### src/rtl/wb_master_arbiter.sv
// wb_master_arbiter
//   Two-master Wishbone arbiter. A data master (d_*) and an instruction
//   master (i_*) share one slave (wb_*). The data master normally wins.
//   The instruction master wins once the data master has been granted
//   starve_limit times in a row while the instruction master was waiting.
//   A grant is held for as long as the granted master keeps cyc high.
//
//   Optional build macro: WB_ARB_TIMEOUT_EN adds a bus watchdog. After
//   timeout_cycles consecutive stalled strobes, the watchdog pulses err to
//   the granted master and masks stb until that master drops cyc. Without
//   the macro, d_wb_err/i_wb_err are tied low and a stalled slave holds
//   the grant indefinitely.
//
// Ports
//   clock, reset          rising-edge clock, asynchronous active-low reset
//   d_wb_*  (in)          data-master request: cyc, stb, we, adr, datwr, sel
//   d_wb_ack/err/datrd    data-master completion, error, read data
//   i_wb_*  (in)          instruction-master request, same set as d_wb_*
//   i_wb_ack/err/datrd    instruction-master completion, error, read data
//   wb_cyc..wb_sel (out)  request to the shared slave
//   wb_datrd, wb_ack (in) shared-slave read data and acknowledge
//
// Handshake: stb is "valid" and ack is "ready". A beat completes on the
// cycle where stb and ack are both high. The master holds stb and its
// payload stable until that cycle. cyc frames the whole ownership period.
module wb_master_arbiter #(
    parameter int addr_width     = 32,
    parameter int data_width     = 32,
    parameter int strobe_width   = data_width / 8,
    parameter int starve_limit   = 4,
    parameter int timeout_cycles = 64
) (
    input  logic                    clock,
    input  logic                    reset,
    input  logic                    d_wb_cyc,
    input  logic                    d_wb_stb,
    input  logic                    d_wb_we,
    input  logic [addr_width-1:0]   d_wb_adr,
    input  logic [data_width-1:0]   d_wb_datwr,
    input  logic [strobe_width-1:0] d_wb_sel,
    output logic                    d_wb_ack,
    output logic                    d_wb_err,
    output logic [data_width-1:0]   d_wb_datrd,
    input  logic                    i_wb_cyc,
    input  logic                    i_wb_stb,
    input  logic                    i_wb_we,
    input  logic [addr_width-1:0]   i_wb_adr,
    input  logic [data_width-1:0]   i_wb_datwr,
    input  logic [strobe_width-1:0] i_wb_sel,
    output logic                    i_wb_ack,
    output logic                    i_wb_err,
    output logic [data_width-1:0]   i_wb_datrd,
    output logic                    wb_cyc,
    output logic                    wb_stb,
    output logic                    wb_we,
    output logic [addr_width-1:0]   wb_adr,
    output logic [data_width-1:0]   wb_datwr,
    output logic [strobe_width-1:0] wb_sel,
    input  logic [data_width-1:0]   wb_datrd,
    input  logic                    wb_ack
);

    typedef enum logic [1:0] {
        IDLE  = 2'd0,
        D_GNT = 2'd1,
        I_GNT = 2'd2
    } arb_state_t;

    // All arbitration state lives in one struct. Checkers can bind to it.
    // "armed" stays low for the first edge after reset is released. This
    // pushes the earliest possible grant to the second edge.
    typedef struct packed {
        arb_state_t state;
        logic [3:0] starve_cnt;
        logic       armed;
    } arb_regs_t;

    localparam logic [3:0] STARVE_LIM = 4'(starve_limit);

    arb_regs_t regs_q;
    arb_regs_t regs_d;
    logic      release_ok;
    logic      tmo_hit;   // watchdog fires this cycle
    logic      stb_mask;  // watchdog has fired; stb stays blocked for this grant

    // ---------------- state register ----------------
    always_ff @(posedge clock or negedge reset) begin
        if (!reset) begin
            regs_q <= '{state: IDLE, starve_cnt: 4'd0, armed: 1'b0};
        end else begin
            regs_q <= regs_d;
        end
    end

    // ---------------- next-state logic ----------------
    // The grant is re-decided only from IDLE, or on the cycle the granted
    // master lets go of cyc. There is no preemption while cyc is held.
    always_comb begin
        regs_d       = regs_q;
        regs_d.armed = 1'b1;
        release_ok   = (regs_q.state == IDLE) ||
                       (regs_q.state == D_GNT && !d_wb_cyc) ||
                       (regs_q.state == I_GNT && !i_wb_cyc);
        if (regs_q.armed && release_ok) begin
            if (d_wb_cyc && (!i_wb_cyc || regs_q.starve_cnt < STARVE_LIM)) begin
                regs_d.state = D_GNT;
            end else if (i_wb_cyc) begin
                regs_d.state = I_GNT;
            end else begin
                regs_d.state = IDLE;
            end
        end
        // Starvation accounting happens only on entry into a grant.
        if (regs_d.state == D_GNT && regs_q.state != D_GNT) begin
            if (i_wb_cyc && regs_q.starve_cnt < STARVE_LIM) begin
                regs_d.starve_cnt = regs_q.starve_cnt + 4'd1;
            end
        end else if (regs_d.state == I_GNT && regs_q.state != I_GNT) begin
            regs_d.starve_cnt = 4'd0;
        end
    end

    // ---------------- output logic ----------------
    always_comb begin
        wb_cyc   = 1'b0;
        wb_stb   = 1'b0;
        wb_we    = 1'b0;
        wb_adr   = '0;
        wb_datwr = '0;
        wb_sel   = '0;
        d_wb_ack = 1'b0;
        i_wb_ack = 1'b0;
        case (regs_q.state)
            D_GNT: begin
                wb_cyc   = d_wb_cyc;
                wb_stb   = d_wb_stb && !stb_mask;
                wb_we    = d_wb_we;
                wb_adr   = d_wb_adr;
                wb_datwr = d_wb_datwr;
                wb_sel   = d_wb_sel;
                d_wb_ack = wb_ack;
            end
            I_GNT: begin
                wb_cyc   = i_wb_cyc;
                wb_stb   = i_wb_stb && !stb_mask;
                wb_we    = i_wb_we;
                wb_adr   = i_wb_adr;
                wb_datwr = i_wb_datwr;
                wb_sel   = i_wb_sel;
                i_wb_ack = wb_ack;
            end
            default: ;
        endcase
        // On the watchdog cycle the slave sees the cycle end, but the
        // grant itself is kept.
        if (tmo_hit) begin
            wb_cyc = 1'b0;
            wb_stb = 1'b0;
        end
    end

    assign d_wb_datrd = wb_datrd;
    assign i_wb_datrd = wb_datrd;

`ifdef WB_ARB_TIMEOUT_EN
    localparam logic [7:0] TMO_LAST = 8'(timeout_cycles - 1);

    logic [7:0] tmo_cnt;
    logic       mask_q;
    logic       sel_cyc;
    logic       sel_stb;

    assign sel_cyc = (regs_q.state == D_GNT) ? d_wb_cyc :
                     (regs_q.state == I_GNT) ? i_wb_cyc : 1'b0;
    assign sel_stb = (regs_q.state == D_GNT) ? d_wb_stb :
                     (regs_q.state == I_GNT) ? i_wb_stb : 1'b0;

    // tmo_cnt counts the stalled cycles already completed. The cycle that
    // would be stalled cycle number timeout_cycles raises err instead.
    assign tmo_hit  = sel_stb && !mask_q && !wb_ack && (tmo_cnt == TMO_LAST);
    assign stb_mask = mask_q;
    assign d_wb_err = tmo_hit && (regs_q.state == D_GNT);
    assign i_wb_err = tmo_hit && (regs_q.state == I_GNT);

    always_ff @(posedge clock or negedge reset) begin
        if (!reset) begin
            tmo_cnt <= 8'd0;
            mask_q  <= 1'b0;
        end else begin
            tmo_cnt <= (wb_stb && !wb_ack) ? tmo_cnt + 8'd1 : 8'd0;
            if (!sel_cyc) begin
                mask_q <= 1'b0;
            end else if (tmo_hit) begin
                mask_q <= 1'b1;
            end
        end
    end
`else
    logic [7:0] unused_tmo;

    assign unused_tmo = 8'(timeout_cycles);
    assign tmo_hit    = 1'b0;
    assign stb_mask   = 1'b0;
    assign d_wb_err   = 1'b0;
    assign i_wb_err   = 1'b0;
`endif

endmodule

### config.mk
export PLATFORM = sky130hd
export DESIGN_NAME = wb_master_arbiter
export DESIGN_NICKNAME = d
export VERILOG_FILES = /design/src/rtl/wb_master_arbiter.sv
export SDC_FILE = /design/constraint.sdc
export NUM_CORES = 1
export LEC_CHECK = 0
export CORE_AREA = 3 3 123 125
export CTS_BUF_LIST = sky130_fd_sc_hd__clkbuf_4 sky130_fd_sc_hd__clkbuf_8 sky130_fd_sc_hd__clkbuf_16
export DETAILED_ROUTE_END_ITERATION = 7
export DIE_AREA = 0 0 126 128
export PLACE_DENSITY_LB_ADDON = 0.15
export RECOVER_POWER = 100
export SLEW_MARGIN = 20
export SYNTH_ARGS = -nofsm -noshare
export SYNTH_HDL_FRONTEND = slang
export SYNTH_SLANG_ARGS = --single-unit
export TNS_END_PERCENT = 10
### constraint.sdc
create_clock -name clock -period 2.1 [get_ports clock]
set_input_delay 0.21 -clock clock [delete_from_list [all_inputs] [get_ports clock]]
set_output_delay 0.21 -clock clock [all_outputs]
set_load 0.02 [all_outputs]
Yosys cells after proc, flatten, opt, wreduce, memory -nomap -nowiden. Index checks and enable logic that the tools add are counted.

Input port bits: 177. Output and inout bits: 139. Word-level logic and storage cells: 41. Register bits after elaboration: 7.

Add/sub/neg operators: 1. Muxes and demuxes: 14. Eq/ne operators: 7. Reductions and logical operators: 15. Order comparisons: 1.

Operators with widths (count): $pmux W32 S2 (2); $mux W4 (3); $pmux W4 S2 (1); $logic_and A1 B1 Y1 (7); $mux W2 (3); $pmux W1 S2 (3); $add A4 B1 Y4 const B (1); $eq A2 B1 Y1 const B (2); $eq A2 B2 Y1 const B (2); $lt A4 B3 Y1 const B (1); $ne A2 B1 Y1 const B (2); $logic_or A1 B1 Y1 (3); $logic_not A1 Y1 (2); $logic_not A2 Y1 (1); $mux W1 (2); $ne A2 B2 Y1 const B (1); $reduce_and A2 Y1 (1); $reduce_bool A2 Y1 (1).

Depth between registers and ports, before layout. Gate-level depths: netlist of the first run.

Depth after elaboration: 10. Depth in mapped cells: 8. Gate-level depth less buffers: 7.

Worst setup path before layout of the first run. No wires, ideal clock.

Path kind: reg-to-output. Start: register regs_q[5] (netlist name). End: output wb_adr[10]. Setup slack: 0.262 ns. Buffers on the path: 2. Stages on the path, launching flop included: 7. Required time: 1.890 ns. Arrival: 1.628 ns. Path through: dfrtp_1 -> inv_1 -> ha_1 -> clkbuf_1 -> clkbuf_1 -> a22oi_1 -> nor2b_1.

Cells in the longest elaborated chain, start to end: 2. Elaborated cells between the ends (all ways): 3. Those cells by class: 2 x eq/ne; 1 x mux.

RTL lines: start, declared (line 80) `arb_regs_t regs_q;`; start signal, assigned (line 89) `regs_q <= '{state: IDLE, starve_cnt: 4'd0, armed: 1'b0};`; start signal, assigned (line 91) `regs_q <= regs_d;`; $eq A2 B2 Y1 / $eq A2 B1 Y1 (equally long branches) (line 133) `case (regs_q.state)`; $pmux W32 S2 (*) (line 133); end, declared (line 56) `output logic [addr_width-1:0] wb_adr,`.

Every way passes the cells marked *; elsewhere a longest branch is shown, timed or not.

Worst setup path in the final report of the first run.
Start: register regs_q[5] (netlist name). End: register regs_q[1] (netlist name).

Cells in the longest elaborated chain, start to end: 10. Elaborated cells between the ends (all ways): 19. Those cells by class: 7 x eq/ne; 2 x mux; 10 x reduce/logical.

RTL lines: $eq A2 B1 Y1 (line 102) `(regs_q.state == D_GNT && !d_wb_cyc) ||`; $logic_and A1 B1 Y1 (line 102); $logic_or A1 B1 Y1 (line 101) `release_ok = (regs_q.state == IDLE) ||`; $logic_or A1 B1 Y1 (line 102); $logic_and A1 B1 Y1 (line 104) `if (regs_q.armed && release_ok) begin`; $mux W2 (line 104); $eq A2 B1 Y1 / $eq A2 B2 Y1 (equally long branches) (line 114, 118); $logic_and A1 B1 Y1 (on tied branches) (line 114, 118); $ne A2 B1 Y1 (no line) / $reduce_bool A2 Y1 (equally long branches); $reduce_and A2 Y1 (no line).

Several ways; a longest one is shown, not always the timed one. A chain may end at the register's enable or synchronous reset.

==> reports/results.ini, run 1 <==
[yosys]
syn_area_um2 = 2020
netlist_instances = 273
ys_ff_latch = 7
synth_most_common_cell = nor2b_1
synth_ff_type = dfrtp_1
synth.avg_cell_area_um2 = 7.38
ys_warn_count = 0
netlist-cell-type-count = 24
ys_top_cells_by_count = nor2b_1 (73), a22oi_1 (71), buf_4 (66)
synthTopCellsByArea = a22oi_1 (26%), buf_4 (25%), nor2b_1 (23%)
synth_top_cell_by_area = a22oi_1
async_flop_share_pct = 100
ys_seq_area_share_pct = 8.69
synth_edf_count = 0
yosys.area.top_type_share_pct = 26.4

[floorplan]
placementRows = 43
core_um2 = 14000
dieWidth_um = 126
io_pins = 316
die-area_um2 = 16100
die_h_um = 128
start_util_pct = 14.4

[placement]
dpl.hpwl_um = 8340
gp_congestion = 0.799
port-buffer-count = 217
pre_cts_ws_ns = -0.0000377

[timing]
hold_viol = 0
post-route-period-util_pct = 100
period_minus_slack_ns = 2.10
skew_ns = 0.00113
rsz0062_at_grt = true
layout_setup_ws_ns = -0.00469
final-setup-viol-count = 1
fmax_mhz = 475
slew_violations = 0

[worst_hold_path]
holdCritPathClass = in2async

[setup_path]
cp_cell_sequence = inv_1, ha_2, buf_4, or3_1, mux2_2, nor2b_2, mux2_4
slowest_delay_ns = 0.42
path_max_fanout = 12
crit_arrival_ns = 2.22
start_kind = flop
crit_type = reg2reg
critPathSlowestCell = dfrtp_1
cp.required_ns = 2.21
worstSetupEndpointType = flop

[routing]
wl_met2_um = 5290
drt-vias-per-instance = 4.07
firstDrtPassIters = 4
drt-met1-wl_um = 3600
drc = 0
dr_wl_met3_um = 973
finalWirelength_um = 10100
maxUsedRoutingLayer = met4
drt_iter0_drc = 60
num_vias = 2453
wire_per_inst_um = 16.8
final_antenna_net_count = 0

[status]
violations = negative setup slack
status = finished with violations

[global_routing]
overflow = 0
antenna_found_initial = 0
grt_max_degree = 36
track_usage_pct = 11.2
grt_pass1_wl_um = 14500
grt_pass1_vias = 2639

[clock_network]
hold_buffers = 0
clk_pin_slew_worst_paths_ns = 0.04
clock_latency_ns = 0.23
cts_setup_buffers = 0
clkSinkCount = 7
cts-buffers-inserted = 3
htreeDepth = 1
cts_resized = 55
cts_tree = yes
clockBufferDepth = 2
cts_root_buf = clkbuf_16

[finish]
n_antenna_cell = 0
fin_nets = 604
syn_to_final_growth_pct = 87.8
largest_reg_flops = 7
final_layout_size_suffix_gt1_share_pct = 16.4
post-route-util_pct = 27.1
top_regs = regs_q x7
top_register = regs_q

[power_and_ir_drop]
cellPowerDensity_nw_per_um2 = 1090
intPower_mw = 2.07
p_comb_share_pct = 86.6
p_clk_share_pct = 8.2
netSwitchingFraction_pct = 49.9
p_leak_nw = 1.44
power.switching_mw = 2.07
ir_drop_v = 0.000280
seq_power_share_pct = 5.2

[job]
drv_cap = 0

-- worst max-delay path: cells and delay by family, from the launching register on --
family | cells | cell delay [ns]
and+or+nand+nor | 2 | 0.51
adders and majority gates | 1 | 0.24
DFF | 1 | 0.42
muxes | 2 | 0.54
buffers and inverters | 2 | 0.29
-- power by group through the flow --
stage,clock network [mW],registers (mW),logic [mW]
5_1_grt,0.352,0.222,3.90
6_report,0.338,0.215,3.59
3_3_place_gp,0,0.210,4.13
2_1_floorplan,0,0.207,2.36
3_5_place_dp,0,0.213,4.13
4_1_cts,0.343,0.211,3.88
-- layout by cell type, fill, tap and decap left out, types with 3 or more instances in the layout --
cell type | Yosys | final
clkdlybuf4s50_1 | 0 | 143
nor2b_1 | 73 | 73
clkbuf_2 | 0 | 41
nand2_1 | 5 | 5
clkbuf_16 | 0 | 3
o21ai_0 | 4 | 4
a22oi_1 | 71 | 71
conb_1 | 2 | 3
buf_4 | 66 | 9
and2_1 | 3 | 3
clkdlybuf4s15_1 | 0 | 6
dlygate4sd2_1 | 0 | 6
dfrtp_1 | 7 | 7
clkbuf_1 | 22 | 19
buf_12 | 0 | 5
-- routing by layer --
metal	vias up	GRT usage [%]
met5	-	0
met2	147	21.6
met3	28	3.04
li1	1184	-
met1	1094	11.4
met4	0	4.04
-- stage by stage --
stage	instance area [um2]	power [mW]	hold WS, ns	cells	setup TNS (ns)
global placement	4030	4.34	0.420	598	0
finish	3780	4.14	0.312	602	-0.00469
CTS	4040	4.43	0.258	602	-2.91
detailed placement	4030	4.34	0.420	598	-0.0000377
global route	3780	4.48	0.344	602	-0.510
floorplan	2020	2.56	-0.0856	274	0
-- cell families after synthesis --
logic type                 Yosys count  synth area share (%)
adders and majority gates            4                  2.48
and+or+nand+nor                     87                  27.5
other                                2                 0.373
buffers and inverters               91                  29.6
AOI/OAI and AO/OA                   79                  28.9
muxes                                3                  2.42
DFF                                  7                  8.69
-- worst paths after layout --
| check | start | slack, ns | depth (start not counted) | end |
|---|---|---|---|---|
| min in group clock | wb_datrd[16] | 0.42 | 0 | d_wb_datrd[16] |
| worst min-delay path | reset | 0.31 | 1 | regs_q[0] |
| worst max register to register | regs_q[5] | -0.005 | 7 | regs_q[1] |
| worst min register to register | regs_q[2] | 0.50 | 1 | regs_q[2] |
| worst max-delay path | regs_q[5] | -0.005 | 7 | regs_q[1] |
| max in group asynchronous | reset | 1.55 | 1 | regs_q[2] |
-- cell type report --
type,count,area [um2]
Timing Repair Buffer,233,2030
Sequential cell,7,175
Tap cell,180,225
Fill cell,1595,10200
Multi-Input combinational cell,176,1260
Inverter,2,7.51
Clock buffer,4,82.6
No activity file was read; power rests on OpenSTA's default activity.
==> run 2: changes to the inputs <==
- clock period: 2.1 -> 1.95 ns (I/O delays scaled with it)
==> run 2 against run 1 <==
The flow now finishes without violations. Combinational power up 13%. Via count up 3.1%. Power up 12%. Non-clock buffer count up 2. Routed wire length about the same. Core utilization up 0.81 points. Fmax up 8.7%. Sequential power up 9%. Die area unchanged. Critical path type unchanged. Largest cell class unchanged.
==> reports/results.ini, run 2 (synthesized netlist as in run 1, its figures left out) <==
[placement]
place_inst = 600
dpl.hpwl_um = 8380
dpl_cell_area_um2 = 4060
pre_cts_ws_ns = -0.129
gp_congestion = 0.794
port-buffer-count = 217

[timing]
period_minus_slack_ns = 1.94
fin_setup_tns_ns = 0
fmax_mhz = 516
skew_ns = 0.000213
final-setup-viol-count = 0
layout_setup_ws_ns = 0.0138
post-route-period-util_pct = 99.3
rsz0062_at_grt = true
slew_violations = 0
holdWs_ns = 0.308
hold_viol = 0

[finish]
largest_reg_flops = 7
final_layout_size_suffix_gt1_share_pct = 13.4
syn_to_final_growth_pct = 93.4
stdcell_count = 604
fill_cells = 1554
post-route-util_pct = 27.9
n_antenna_cell = 0
top_register = regs_q
final_cell_mix = clkdlybuf4s50_1 (143), nor2b_1 (72), a22oi_1 (71)
mostFrequentLayoutCell = clkdlybuf4s50_1
fin_nets = 606
top_regs = regs_q x7
stdcell_area_um2 = 3900

[global_routing]
overflow = 0
antenna_found_initial = 1
grt_pass1_wl_um = 14500
grt_max_degree = 36
track_usage_pct = 11.2
grt_pass1_vias = 2655

[power_and_ir_drop]
p_leak_nw = 1.40
power_mw = 4.64
cellPowerDensity_nw_per_um2 = 1190
ir_drop_v = 0.000467

[floorplan]
die_h_um = 128
start_util_pct = 14.4
io_pins = 316
placementRows = 43
die-area_um2 = 16100
dieWidth_um = 126
core_um2 = 14000

[clock_network]
cts_tree = yes
clk_pin_slew_worst_paths_ns = 0.03
cts-buffers-inserted = 3
cts_root_buf = clkbuf_16
htreeDepth = 1
cts_setup_buffers = 0
clockBufferDepth = 2
clock_latency_ns = 0.23
clkSinkCount = 7

[setup_path]
crit_start = regs_q[6]
reg2reg_from = regs_q[6]
slowest_delay_ns = 0.37
cp.depth = 7
crit_arrival_ns = 2.04
crit_top_cell = mux2_4
critPathSlowestCell = dfrtp_1
crit_path_end = regs_q[1]
r2r-end = regs_q[1]
path_max_fanout = 16
cp_num_buf_inv = 2
cp.required_ns = 2.06
cp_cell_sequence = buf_4, ha_4, buf_12, or3_1, mux2_4, nor2b_4, mux2_4
start_kind = flop
path_delay_family = multiplexers
worstSetupEndpointType = flop
worst-r2r-cell-count = 7
r2r_setup_slack_ns = 0.01
crit_type = reg2reg

[routing]
wire_per_inst_um = 16.8
num_vias = 2529
finalWirelength_um = 10100
final_antenna_net_count = 0
firstDrtPassIters = 4
drt-vias-per-instance = 4.19
drt_iter0_drc = 58
drc = 0

[job]
drv_cap = 0

[status]
status = completed

[worst_hold_path]
holdCritPathClass = in2async

==> run 2: cell types whose count changed in the layout (fill, tap and decap cells not counted), moves of 2 or more <==
cell             before  now
buf_12                5    7
inv_2                 0    2
clkdlybuf4s15_2       0    6
inv_1                 2    0
ha_4                  1    3
clkbuf_2             41   14
clkdlybuf4s15_1       6   13
buf_4                 9   11
clkbuf_1             19   35
ha_2                  2    0
dlygate4sd2_1         6    3
==> run 2: routing by layer <==
layer  track usage (%)  wire length [um]
met1              11.4              3580
met2              21.8              5320
met3              3.21               986
met4              3.66               236
met5                 0                13
==> run 2: where the power goes <==
part,internal (mW),switching [mW]
Sequential,0.191,0.0429
Combinational,1.90,2.15
Clock,0.285,0.0686
==> run 2: layout make-up <==
type                    instances  area [um2]  area share [%]
repair buffers                235        2110            54.0
multi-input cells             176        1300            33.4
well taps                     180         225            5.78
flip-flops and latches          7         176            4.53
clock buffers                   4        82.6            2.12
inverters                       2        7.51           0.193
==> run 2: worst min-delay path by stage <==
stage / to / slack (ns) / cells past startpoint
finish: regs_q[2] / 0.31 / 1
global route: regs_q[2] / 0.34 / 1
CTS: regs_q[2] / 0.24 / 1
detailed placement: d_wb_datrd[1] / 0.39 / 0
global placement: d_wb_datrd[1] / 0.39 / 0
floorplan: regs_q[0] / -0.10 / 0
==> run 2: repair_timing <==
action	CTS	global route
endpoints found under the setup margin	75	72
hold buffers	0	0
pin swaps	2	0
endpoints found under the hold margin	0	0
gates cloned	0	0
resized for setup	122	92
==> run 3: changes to the inputs <==
- CORE_AREA: 3 3 123 125 -> 2 2 122 124
- DIE_AREA: 0 0 126 128 -> 0 0 124 126
==> run 3 against run 2 <==
The run now ends with negative setup slack left. Clock-buffer cell count fell by 1. Power up 0.55%. Worst hold slack gained 0.0056 ns. Cell count increased by 1.5%. Via count fell by 1.2%. First-iteration DRC count down 12%. Sequential cell count unchanged. Largest power group unchanged. Worst setup slack lost 0.042 ns. Fmax shrank 2.1%. Cell area grew 1.3%. Non-clock buffer count is 5 higher. Global-route usage fell by 1.0 points.
==> reports/results.ini, run 3 (synthesized netlist as in run 1, its figures left out) <==
[routing]
num_vias = 2498
wire_per_inst_um = 14.4
final_antenna_net_count = 0
drt-vias-per-instance = 4.08
finalWirelength_um = 8830
drt_iter0_drc = 51
firstDrtPassIters = 4
drc = 0

[clock_network]
cts-buffers-inserted = 3
htreeDepth = 1
clockBufferDepth = 2
clock_latency_ns = 0.24
clkSinkCount = 7
cts_tree = yes
clk_pin_slew_worst_paths_ns = 0.04
cts_root_buf = clkbuf_16

[power_and_ir_drop]
cellPowerDensity_nw_per_um2 = 1180
p_comb_share_pct = 87.5
netSwitchingFraction_pct = 48.1
ir_drop_v = 0.000391
intPower_mw = 2.42
seq_power_share_pct = 4.9
p_clk_share_pct = 7.7
p_leak_nw = 1.56
power.switching_mw = 2.25

[floorplan]
start_util_pct = 14.1
die_h_um = 126
dieWidth_um = 124
io_pins = 316
placementRows = 44
die-area_um2 = 15600
core_um2 = 14300

[finish]
largest_reg_flops = 7
top_regs = regs_q x7
final_layout_size_suffix_gt1_share_pct = 25.6
mostFrequentLayoutCell = clkdlybuf4s50_1
syn_to_final_growth_pct = 96.0
stdcell_count = 613
fin_nets = 611
n_antenna_cell = 0
fill_cells = 1574
multi_input_area_um2 = 1320
top_register = regs_q
final_cell_mix = clkdlybuf4s50_1 (143), nor2b_1 (72), a22oi_1 (70)
stdcell_area_um2 = 3950
regArea_um2 = 175

[setup_path]
start_kind = flop
worst-r2r-cell-count = 7
path_max_fanout = 5
crit_type = reg2reg
crit_arrival_ns = 2.10
cp.required_ns = 2.07
cp_cell_sequence = buf_6, ha_4, buf_8, or3_1, mux2_4, nor2b_4, mux2_4
critPathSlowestCell = dfrtp_1
r2r_setup_slack_ns = -0.03
slowest_delay_ns = 0.41
worstSetupEndpointType = flop
r2r-end = regs_q[1]
crit_top_cell = mux2_4
reg2reg_from = regs_q[6]
crit_start = regs_q[6]

[global_routing]
antenna_found_initial = 0
grt_pass1_wl_um = 12600
overflow = 0
grt_max_degree = 37
grt_pass1_vias = 2595
track_usage_pct = 10.2

[worst_hold_path]
holdCritPathClass = in2async

[timing]
skew_ns = 0.00294
post-route-period-util_pct = 101
slew_violations = 0
fmax_mhz = 505
final-setup-viol-count = 1
layout_setup_ws_ns = -0.0286
period_minus_slack_ns = 1.98
hold_viol = 0
rsz0062_at_grt = true

[status]
violations = negative setup slack
status = finished with violations

[placement]
dpl.hpwl_um = 7060
place_inst = 603
dpl_cell_area_um2 = 4070
gp_congestion = 0.705
port-buffer-count = 217

[job]
drv_cap = 0

## run 3: changes by cell type in the layout (fill, tap and decap cells not counted), moves of 12 or more
cell,previous run,this run
clkbuf_1,35,1
clkdlybuf4s15_1,13,1
clkbuf_2,14,43
buf_2,1,21
## run 3: worst max path at each step
stage                       end  slack [ns]  cells past startpoint
floorplan            wb_adr[10]        0.13                      6
detailed placement  wb_datwr[9]       -0.20                      6
CTS                   regs_q[1]       -0.04                      7
finish                regs_q[1]       -0.03                      7
global route          regs_q[1]       -0.10                      9
global placement    wb_datwr[9]       -0.16                      6
## run 3: cell type report
class / count / share of cell area, %
Clock buffer: 3 / 1.90
Multi-Input combinational cell: 176 / 33.3
Sequential cell: 7 / 4.43
Clock inverter: 1 / 0.127
Tap cell: 184 / 5.83
Timing Repair Buffer: 240 / 54.2
Inverter: 2 / 0.190
## run 3: metrics by stage
stage	setup TNS [ns]	hold WS, ns	util, %	power [mW]	setup WS (ns)
2_1_floorplan	0	-0.101	-	2.76	0.127
3_3_place_gp	-7.34	0.390	28.4	4.68	-0.162
3_5_place_dp	-10.52	0.390	28.4	4.68	-0.204
4_1_cts	-0.0449	0.243	29.5	4.93	-0.0449
5_1_grt	-0.138	0.334	27.6	5.06	-0.105
6_report	-0.0286	0.314	27.6	4.67	-0.0286
## run 3: timing repair
| action | 4_1_cts | 5_1_grt |
|---|---|---|
| setup endpoints to repair | 74 | 73 |
| hold buffers | 0 | 0 |
| buffers inserted | 3 | 2 |
| pin swaps | 1 | 3 |
| gates resized for setup | 160 | 91 |
| cloned | 0 | 1 |
## run 3: metal layers
layer	share of wire [%]	global-route usage, %	vias up
li1	-	-	1202
met1	34	9.51	1114
met4	2.8	4.16	0
met2	52	20.0	156
met3	12	3.03	26
met5	0	0	-
## run 3: critical path: cells and delay by family (launching register included)
family | cells | cell delay [ns]
DFF | 1 | 0.41
muxes | 2 | 0.52
and+or+nand+nor | 2 | 0.47
buffers and inverters | 2 | 0.28
adders and majority gates | 1 | 0.18
## run 3: power groups by stage
stage	registers [mW]	clock network (mW)	logic, mW
floorplan	0.223	0	2.54
global placement	0.227	0	4.45
detailed placement	0.229	0	4.45
CTS	0.225	0.365	4.34
global route	0.235	0.373	4.45
finish	0.228	0.358	4.08
